==> src/rtl/prom_bank_pkg.sv <==
// rtl/prom_bank_pkg.sv - shared types and helpers for the downloadable palette PROM bank
package prom_bank_pkg;

    localparam int IOCTL_AW = 25;

    typedef enum logic [2:0] {
        ST_IDLE,
        ST_LOADING,
        ST_CHECK,
        ST_READY,
        ST_ERROR
    } state_t;

    function automatic int image_size(input int nch, input int aw);
        return nch << aw;
    endfunction

endpackage

==> src/rtl/prom_chan_ram.sv <==
// rtl/prom_chan_ram.sv - one palette channel: simple dual-port RAM, registered read-before-write
module prom_chan_ram #(
    parameter int AW = 8,
    parameter int DW = 4
) (
    input  logic          clk,
    input  logic          we_i,
    input  logic [AW-1:0] waddr_i,
    input  logic [DW-1:0] wdata_i,
    input  logic          re_i,
    input  logic [AW-1:0] raddr_i,
    output logic [DW-1:0] rdata_o
);

    logic [DW-1:0] mem_q [2**AW];
    logic [DW-1:0] rdata_q;

    // Single clocked process with non-blocking write: a same-cycle read of the written entry sees the old data.
    always_ff @(posedge clk) begin
        if (we_i) begin
            mem_q[waddr_i] <= wdata_i;
        end
        if (re_i) begin
            rdata_q <= mem_q[raddr_i];
        end
    end

    assign rdata_o = rdata_q;

endmodule

==> src/rtl/prom_bank_dl.sv <==
// rtl/prom_bank_dl.sv - runtime-loadable multi-channel colour PROM filled from the ioctl download stream
module prom_bank_dl
    import prom_bank_pkg::*;
#(
    parameter int          AW      = 8,
    parameter int          DW      = 4,
    parameter int          NCH     = 3,
    parameter logic [24:0] DL_BASE = 25'h0,
    parameter int          BLANK   = 0
) (
    input  logic              clk,
    input  logic              reset_n,
    input  logic              dl_download,
    input  logic              dl_wr,
    input  logic [24:0]       dl_addr,
    input  logic [7:0]        dl_data,
    input  logic              rd_en,
    input  logic [AW-1:0]     rd_addr,
    output logic [NCH*DW-1:0] rd_data,
    output logic              rd_valid,
    output logic              loaded,
    output logic              load_err,
    output logic [AW+3:0]     wr_count
);

    localparam logic [IOCTL_AW-1:0] IMG_SIZE   = IOCTL_AW'(image_size(NCH, AW));
    localparam logic [AW+3:0]       IMG_CNT    = (AW+4)'(image_size(NCH, AW));
    localparam logic [NCH*DW-1:0]   BLANK_WORD = {NCH{BLANK[DW-1:0]}};

    state_t            state_q, state_d;
    logic [AW+3:0]     wr_count_q, wr_count_d;
    logic              dl_download_q;
    logic              dl_rise;

    logic [IOCTL_AW-1:0] off;
    logic                wr_hit;
    logic [NCH-1:0]      we;
    logic [NCH*DW-1:0]   ram_rdata;

    logic              rd_en_q;
    logic              blank_sel_q;
    logic              rd_valid_q;
    logic [NCH*DW-1:0] rd_data_q;

    // Addresses below DL_BASE wrap to a huge offset and fall out of range naturally.
    assign off     = dl_addr - DL_BASE;
    assign wr_hit  = dl_wr && (off < IMG_SIZE);
    assign dl_rise = dl_download && !dl_download_q;

    always_comb begin
        we = '0;
        for (int c = 0; c < NCH; c++) begin
            we[c] = wr_hit && (off[IOCTL_AW-1:AW] == (IOCTL_AW-AW)'(c));
        end
    end

    for (genvar c = 0; c < NCH; c++) begin : g_chan
        prom_chan_ram #(
            .AW(AW),
            .DW(DW)
        ) u_ram (
            .clk    (clk),
            .we_i   (we[c]),
            .waddr_i(off[AW-1:0]),
            .wdata_i(dl_data[DW-1:0]),
            .re_i   (rd_en),
            .raddr_i(rd_addr),
            .rdata_o(ram_rdata[c*DW +: DW])
        );
    end

    if (DW < 8) begin : g_unused
        logic unused_dl_data;
        assign unused_dl_data = ^dl_data[7:DW];
    end

    always_comb begin
        state_d    = state_q;
        wr_count_d = wr_count_q;
        case (state_q)
            ST_IDLE, ST_READY, ST_ERROR: begin
                if (dl_rise) begin
                    state_d    = ST_LOADING;
                    wr_count_d = '0;
                end
            end
            ST_LOADING: begin
                if (wr_hit && (wr_count_q != IMG_CNT)) begin
                    wr_count_d = wr_count_q + 1'b1;
                end
                if (!dl_download) begin
                    state_d = ST_CHECK;
                end
            end
            ST_CHECK: begin
                state_d = (wr_count_q == IMG_CNT) ? ST_READY : ST_ERROR;
            end
            default: begin
                state_d = ST_IDLE;
            end
        endcase
    end

    always_ff @(posedge clk) begin
        if (!reset_n) begin
            state_q       <= ST_IDLE;
            wr_count_q    <= '0;
            dl_download_q <= 1'b0;
            rd_en_q       <= 1'b0;
            blank_sel_q   <= 1'b1;
            rd_valid_q    <= 1'b0;
            rd_data_q     <= BLANK_WORD;
        end else begin
            state_q       <= state_d;
            wr_count_q    <= wr_count_d;
            dl_download_q <= dl_download;
            rd_en_q       <= rd_en;
            // Validity is decided when the request is sampled, alongside the RAM address.
            blank_sel_q   <= (state_q != ST_READY);
            rd_valid_q    <= rd_en_q;
            if (rd_en_q) begin
                rd_data_q <= blank_sel_q ? BLANK_WORD : ram_rdata;
            end
        end
    end

    assign rd_data  = rd_data_q;
    assign rd_valid = rd_valid_q;
    assign loaded   = (state_q == ST_READY);
    assign load_err = (state_q == ST_ERROR);
    assign wr_count = wr_count_q;

endmodule

==> config.mk <==
export PLATFORM = sky130hd
export DESIGN_NAME = prom_bank_dl
export DESIGN_NICKNAME = d
export VERILOG_FILES = /design/src/rtl/prom_bank_pkg.sv /design/src/rtl/prom_chan_ram.sv /design/src/rtl/prom_bank_dl.sv
export SDC_FILE = /design/constraint.sdc
export NUM_CORES = 2
export LEC_CHECK = 0
export ABC_AREA = 1
export CAP_MARGIN = 40
export CELL_PAD_IN_SITES_DETAIL_PLACEMENT = 1
export CELL_PAD_IN_SITES_GLOBAL_PLACEMENT = 2
export CORE_ASPECT_RATIO = 1.5
export CORE_MARGIN = 2
export CORE_UTILIZATION = 44
export CTS_BUF_LIST = sky130_fd_sc_hd__clkbuf_16
export DETAILED_ROUTE_END_ITERATION = 6
export PLACE_DENSITY = 0.81
export SLEW_MARGIN = 20
export SYNTH_ARGS = -nofsm -noshare
export SYNTH_HDL_FRONTEND = slang
export SYNTH_SLANG_ARGS = --single-unit
==> constraint.sdc <==
create_clock -name clk -period 3.5 [get_ports clk]
set_clock_uncertainty 0.2 [all_clocks]
set_input_delay 1.05 -clock clk [delete_from_list [all_inputs] [get_ports clk]]
set_output_delay 1.05 -clock clk [all_outputs]
set_load 0.005 [all_outputs]
=== Word level (Yosys, flattened, before mapping) ===
Memory sizes are Yosys's and may differ from the RTL's. A register that Yosys moved wholly into a read port is not among the register bits.
Index checks and enable logic that the tools add are counted.

* Muxes and demuxes: 14
* Order comparisons: 1
* Eq/ne operators: 12
* Reduce and logical (&&, ||, !) cells: 13
* Add/subtract/negate cells: 1

{| class="wikitable"
|+ Operators with widths
! operator !! number
|-
| 12-bit two-way mux || 3
|-
| 25-bit by 10-bit less-than comparator with 1-bit output (second input constant) || 1
|-
| 12-bit case mux with 2 select lines || 1
|-
| 17-bit by 1-bit equality test with 1-bit output (second input constant) || 1
|-
| 17-bit by 2-bit equality test with 1-bit output (second input constant) || 1
|-
| 17-bit logical NOT || 1
|-
| 12-bit by 1-bit adder with 12-bit output (second input constant) || 1
|-
| 12-bit by 10-bit equality test with 1-bit output (second input constant) || 1
|-
| 12-bit by 10-bit != test with 1-bit output (second input constant) || 1
|-
| 3-bit two-way mux || 3
|-
| 3-bit case mux with 3 select lines || 1
|-
| 3-bit by 2-bit equality test with 1-bit output (second input constant) || 2
|-
| 1-bit logical AND || 6
|-
| 1-bit two-way mux || 6
|-
| 2-bit != test (second input constant) || 3
|-
| 3-bit by 1-bit equality test with 1-bit output (second input constant) || 1
|-
| 3-bit equality test (second input constant) || 1
|-
| 3-bit logical NOT || 1
|-
| 3-bit by 2-bit != test with 1-bit output (second input constant) || 1
|-
| 3-bit AND reduction || 1
|-
| 3-bit OR reduction || 1
|-
| 2-bit AND reduction || 1
|-
| 2-bit nonzero test || 1
|-
| 1-bit logical NOT || 1
|}

* Register bits: 31
* Bits in writable memories: 3,072
* Logic and storage cells: 51
* Memories kept: 3
* Output and inout port bits: 27

{| class="wikitable"
|+ Memory list
! name !! depth !! bits a word !! read ports !! clocked after Yosys merged registers in !! write ports !! line !! text
|-
| g_chan[0].u_ram.mem_q || 256 || 4 || 1 || 1 || 1 || prom_chan_ram.sv:15 || <nowiki>logic [DW-1:0] mem_q [2**AW];</nowiki>
|-
| g_chan[1].u_ram.mem_q || 256 || 4 || 1 || 1 || 1 || prom_chan_ram.sv:15 ||
|-
| g_chan[2].u_ram.mem_q || 256 || 4 || 1 || 1 || 1 || prom_chan_ram.sv:15 ||
|}

=== Longest topological paths before layout ===
* Depth in word-level cells: 5
* Depth in mapped cells: 15

=== Modules after synthesis ===
From an unflattened synthesis, not the netlist that was laid out.

* Cell total of the unflattened synthesis: 11,453
* Area, all modules: 130,418.8 µm²

{| class="wikitable"
|+ By module, submodules not included
! module !! area each (µm²) !! cells each !! times used
|-
| prom_chan_ram || 42,864.9 || 3,720 || 3
|-
| prom_bank_dl || 1,824.2 || 293 || 1
|}

=== Least setup slack after synthesis ===
OpenSTA, ideal clock, no wires.

* Path type: input to register
* Start: input dl_addr[24]
* End: memory g_chan[0].u_ram.mem_q[206][0] (enable)
* Arrival: 2.334 ns
* Cell stages on the path: 7
* Library setup time: 0.329 ns
* Path buffers: 2
* Slack: 0.636 ns
* Cells stage by stage: nor2_1 nand3_1 nor4_2 nand3_1 buf_2 clkbuf_1 nor2_1

* Word-level cells in the longest chain between the ends: 5
* Elaborated cells on any way between the ends: 6
* Classes of those cells: order compare (1); mux (2); reduce/logical (3)

{| class="wikitable"
|+ RTL lines
! item !! line !! text
|-
| start, declared || prom_bank_dl.sv:15 || <nowiki>input logic [24:0] dl_addr,</nowiki>
|-
| 25-bit by 10-bit less-than comparator with 1-bit output || prom_bank_dl.sv:47 || <nowiki>assign wr_hit = dl_wr && (off < IMG_SIZE);</nowiki>
|-
| 1-bit logical AND || prom_bank_dl.sv:47 ||
|-
| 1-bit logical AND (*) || prom_bank_dl.sv:53 || <nowiki>we[c] = wr_hit && (off[IOCTL_AW-1:AW] == (IOCTL_AW-AW)'(c));</nowiki>
|-
| 1-bit two-way mux (*) || prom_chan_ram.sv:20 || <nowiki>if (we_i) begin</nowiki>
|-
| 1-bit two-way mux (not written as such) (*) || prom_chan_ram.sv:21 || <nowiki>mem_q[waddr_i] <= wdata_i;</nowiki>
|-
| end, declared || prom_chan_ram.sv:15 ||
|}

Every way passes the cells marked *; elsewhere a longest branch is shown, timed or not.

=== Final worst setup path ===
* Start: register state_q[0]
* End: output loaded

* Word-level cells in the longest chain between the ends: 1

{| class="wikitable"
|+ RTL lines
! item !! line !! text
|-
| start, declared || prom_bank_dl.sv:30 || <nowiki>state_t state_q, state_d;</nowiki>
|-
| start signal, assigned || prom_bank_dl.sv:114 || <nowiki>state_q <= state_d;</nowiki>
|-
| 3-bit by 2-bit equality test with 1-bit output || prom_bank_dl.sv:129 || <nowiki>assign loaded = (state_q == ST_READY);</nowiki>
|-
| end, declared || prom_bank_dl.sv:21 || <nowiki>output logic loaded,</nowiki>
|}

Every way passes these cells.

==> metrics.md <==
| Metric | Value |
|---|---|
| Starting density of the core | 44.1% |
| CP required | roughly 2300 ps |
| Core area | 0.294 mm2 |
| Dpl ws | -424 ps |
| Slew HR | 53.4% |
| FF-to-FF path depth | 10 |
| # resized after CTS | 0 |
| Final Wtd Congestion | roughly 0.91 |
| Worst R2R Setup Slack | between 900 and 1000 ps |
| DRT Pass-1 Iters | 5 |
| Path type of the worst min-delay path | register to register |
| EDFF count, synth | about 3100 |
| Nets@finish | 12343 |
| Clock Pin Slew Worst Setup and Hold Paths | around 70 ps |
| Highest clock rate | approximately 300 MHz |
| Top-count cell post-synth | nand2_1 |
| Crit Path Class | register to output pin |
| Distinct cells, synth | 31 |
| Setup ws final | 124 ps |
| Share of layout cells above drive strength 1 | 14.4% |
| Gr usage total | 27.6% |
| Startpoint types | register |
| Post-synth top area cell | edfxtp_1 |
| First-pass GRT wire length | between 600 and 700 mm |
| Routed vias | between 90000 and 100k |
| Post-DR wirelength/cell | roughly 25 um |
| DP Wirelength | approximately 280 mm |
| Area contributors post-synth | edfxtp_1 71%, nand3_1 12%, nand2_1 10%, nor2_1 2.4%, buf_2 1.8% |
| Syn. warnings | 0 |
| Worst Max-Slew Pin Slew | about 700 ps |
| First DRT Iteration DRCs | 7462 |
| CTS tree | yes |
| Mapped Area | approximately 0.13 mm2 |
| Die ar. | approximately 0.3 mm2 |
| # hold bufs at CTS | 0 |
| Die width | 447 um |
| Slew Limit Fails | 0 |
| Endpoints failing hold | 0 |
| Synth async-reset ratio | 0% |
| CP endpoint kind | output pin |
| Final Critical Period | between 3000 and 4000 ps |
| Lkg Pwr | 55.1 nW |
| Number of global-route vias before repair | between 90000 and 100k |
| Maximum VDD drop | between 0.4 and 0.5 mV |
| Syn Area/Cell | 11.4 um2 |
| Row count | approximately 240 |
| Commonest cells in the netlist | 3462 x nand2_1, 3084 x edfxtp_1, 3057 x nand3_1 |
| Cells after synthesis | 11374 |
| Most frequent CP cell | inv_1 |
| Setup Buffers After CTS | 0 |
| Final ANT Viol Nets | 0 |
| Num CTS Buffers | 299 |
| Area growth syn-to-layout | 18.6% |
| H-tree depth | 5 |
| Critical Path AT | 2130 ps |
| Worst Setup SP | state_q[0]$_SDFFE_PN0P_ |
| Ys flop type | edfxtp_1 |
| Vias per cell | about 5.6 |
| Worst-Skew Late Latency | ~900 ps |
| Sequential share of the synthesized area | roughly 72% |
| Initial antenna violation count | 10 |
| Largest net degree at the start of global routing | roughly 110 |
| Fillers | 30753 |
| Die Y | 669 um |
| Setup crit end | loaded |
| Critical path cell sequence | inv_1 > nor2_1 > inv_1 > nor2_2 > clkdlybuf4s50_1 |
| Reg2reg start | g_chan[0].u_ram.mem_q[243][3]$_DFFE_PP_ |
| Total gr overflow | 0 |
| Final period util | between 90 and 100% |
| PwrDens | 514 mW/mm2 |
| Clock Sink Count | about 3100 |
| Port Buffer Count | 68 |
| Final setup fails | 0 |
| Setup tns final | 0 ps |
| Slowest-stage cell, CP | clkdlybuf4s50_1 |
| RSZ-0062 raised after global routing | false |
| DRC Markers | 0 |
| CP max FO | 4 |
| Status | completed |
| FF-to-FF End | g_chan[0].u_ram.rdata_o[3]$_DFFE_PP_ |
| Clk root buf | clkbuf_16 |
| WL final | roughly 420 mm |
| FF+latch count, synth | 3115 |
| Post-synth top area share | between 70 and 80% |
| Max Buffers Root-to-Sink | 4 |
| IO Pins | between 70 and 80 |
| Net Count, Synth | between 10000 and 15000 |
| Crit path largest cell delay | ~520 ps |
| Max_cap viols | 0 |
critical path, delay by kind of cell, from the launching register on:
| kind | cells | cell delay (ps) |
|---|---|---|
| buf+inv | 3 | 640 |
| flops | 1 | 380 |
| simple gates | 2 | 210 |
registers in the layout (all words and copies together) (netlist names):
name and cells:
g_chan.u_ram.mem_q 3072, g_chan.u_ram.rdata_o 12, rd_data 12, wr_count 12, state_q 3, blank_sel_q 1, dl_download_q 1, rd_en_q 1
rd_valid 1
power breakdown:
group          total [mW]  leakage (nW)  internal (mW)  switching (mW)
combinational        5.69          22.2           1.66            4.04
clock                32.3          4.92           18.2            14.1
sequential           41.0          28.0           41.0          0.0289
through the flow:
step                hold slack (ps)  instance area (um2)  utilization [%]  instances  total power, mW
global route                    302               154000             52.3      16463             81.0
floorplan                       260               130000                -      11374             44.5
global placement                255               144000             49.1      15930             47.3
CTS                             269               154000             52.3      16462             79.4
detailed placement              260               144000             49.1      15930             47.5
finish                          267               154000             52.3      16464             79.0
cell usage in the layout, fill, tap and decap left out, drive strengths merged, types with 2 or more instances in the layout:
master,n
clkinv,110
nor4,5
nor2,832
bufinv,28
inv,114
ha,2
buf,1365
clkinvlp,12
nor3,8
xnor2,2
clkdlybuf4s50,58
clkbuf,313
nand4,2
nor3b,4
nand3,3057
nand2,3462
xor2,6
edfxtp,3084
a21oi,28
diode,2
dfxtp,31
worst min-delay path by stage:
stage	start	end	slack (ps)	cells past startpoint
6_report	rd_data[2]$_SDFFE_PN0P_	rd_data[2]$_SDFFE_PN0P_	270	2
5_1_grt	rd_data[0]$_SDFFE_PN0P_	rd_data[0]$_SDFFE_PN0P_	300	2
4_1_cts	rd_data[2]$_SDFFE_PN0P_	rd_data[2]$_SDFFE_PN0P_	270	2
3_5_place_dp	rd_data[2]$_SDFFE_PN0P_	rd_data[2]$_SDFFE_PN0P_	260	2
3_3_place_gp	rd_data[3]$_SDFFE_PN0P_	rd_data[3]$_SDFFE_PN0P_	260	2
2_1_floorplan	rd_data[0]$_SDFFE_PN0P_	rd_data[0]$_SDFFE_PN0P_	260	2
logic make-up (layout without fill, tap and decap cells):
| logic type | count (synthesis) | after routing | share of synthesized area [%] |
|---|---|---|---|
| and+or+nand+nor | 7371 | 7371 | 24.3 |
| AOI/OAI and AO/OA | 30 | 30 | 0.122 |
| adders and majority gates | 2 | 2 | 0.0193 |
| xor gates and xnor gates | 8 | 8 | 0.0541 |
| DFF | 3115 | 3115 | 71.9 |
| buffers and inverters | 848 | 2000 | 3.53 |
| other | 0 | 2 | 0 |
metal layers:
| layer | share of wire, % | GRT usage (%) |
|---|---|---|
| met2 | 51 | 49.4 |
| met1 | 38 | 32.6 |
| met4 | 5.8 | 14.4 |
| met5 | 0.0091 | 0 |
| met3 | 4.7 | 2.96 |
final cells by class:
cell class,count,area [um2],share of cell area (%)
clock inverter,220,1750,1.14
tap,3936,4920,3.20
clock buffer,312,7810,5.08
antenna,2,5.00,0.00326
sequential,3115,93200,60.7
inverter,44,216,0.141
multi-input combinational,7411,32000,20.8
timing repair buffer,1424,13800,8.98
(Power assumes the default switching activity.)
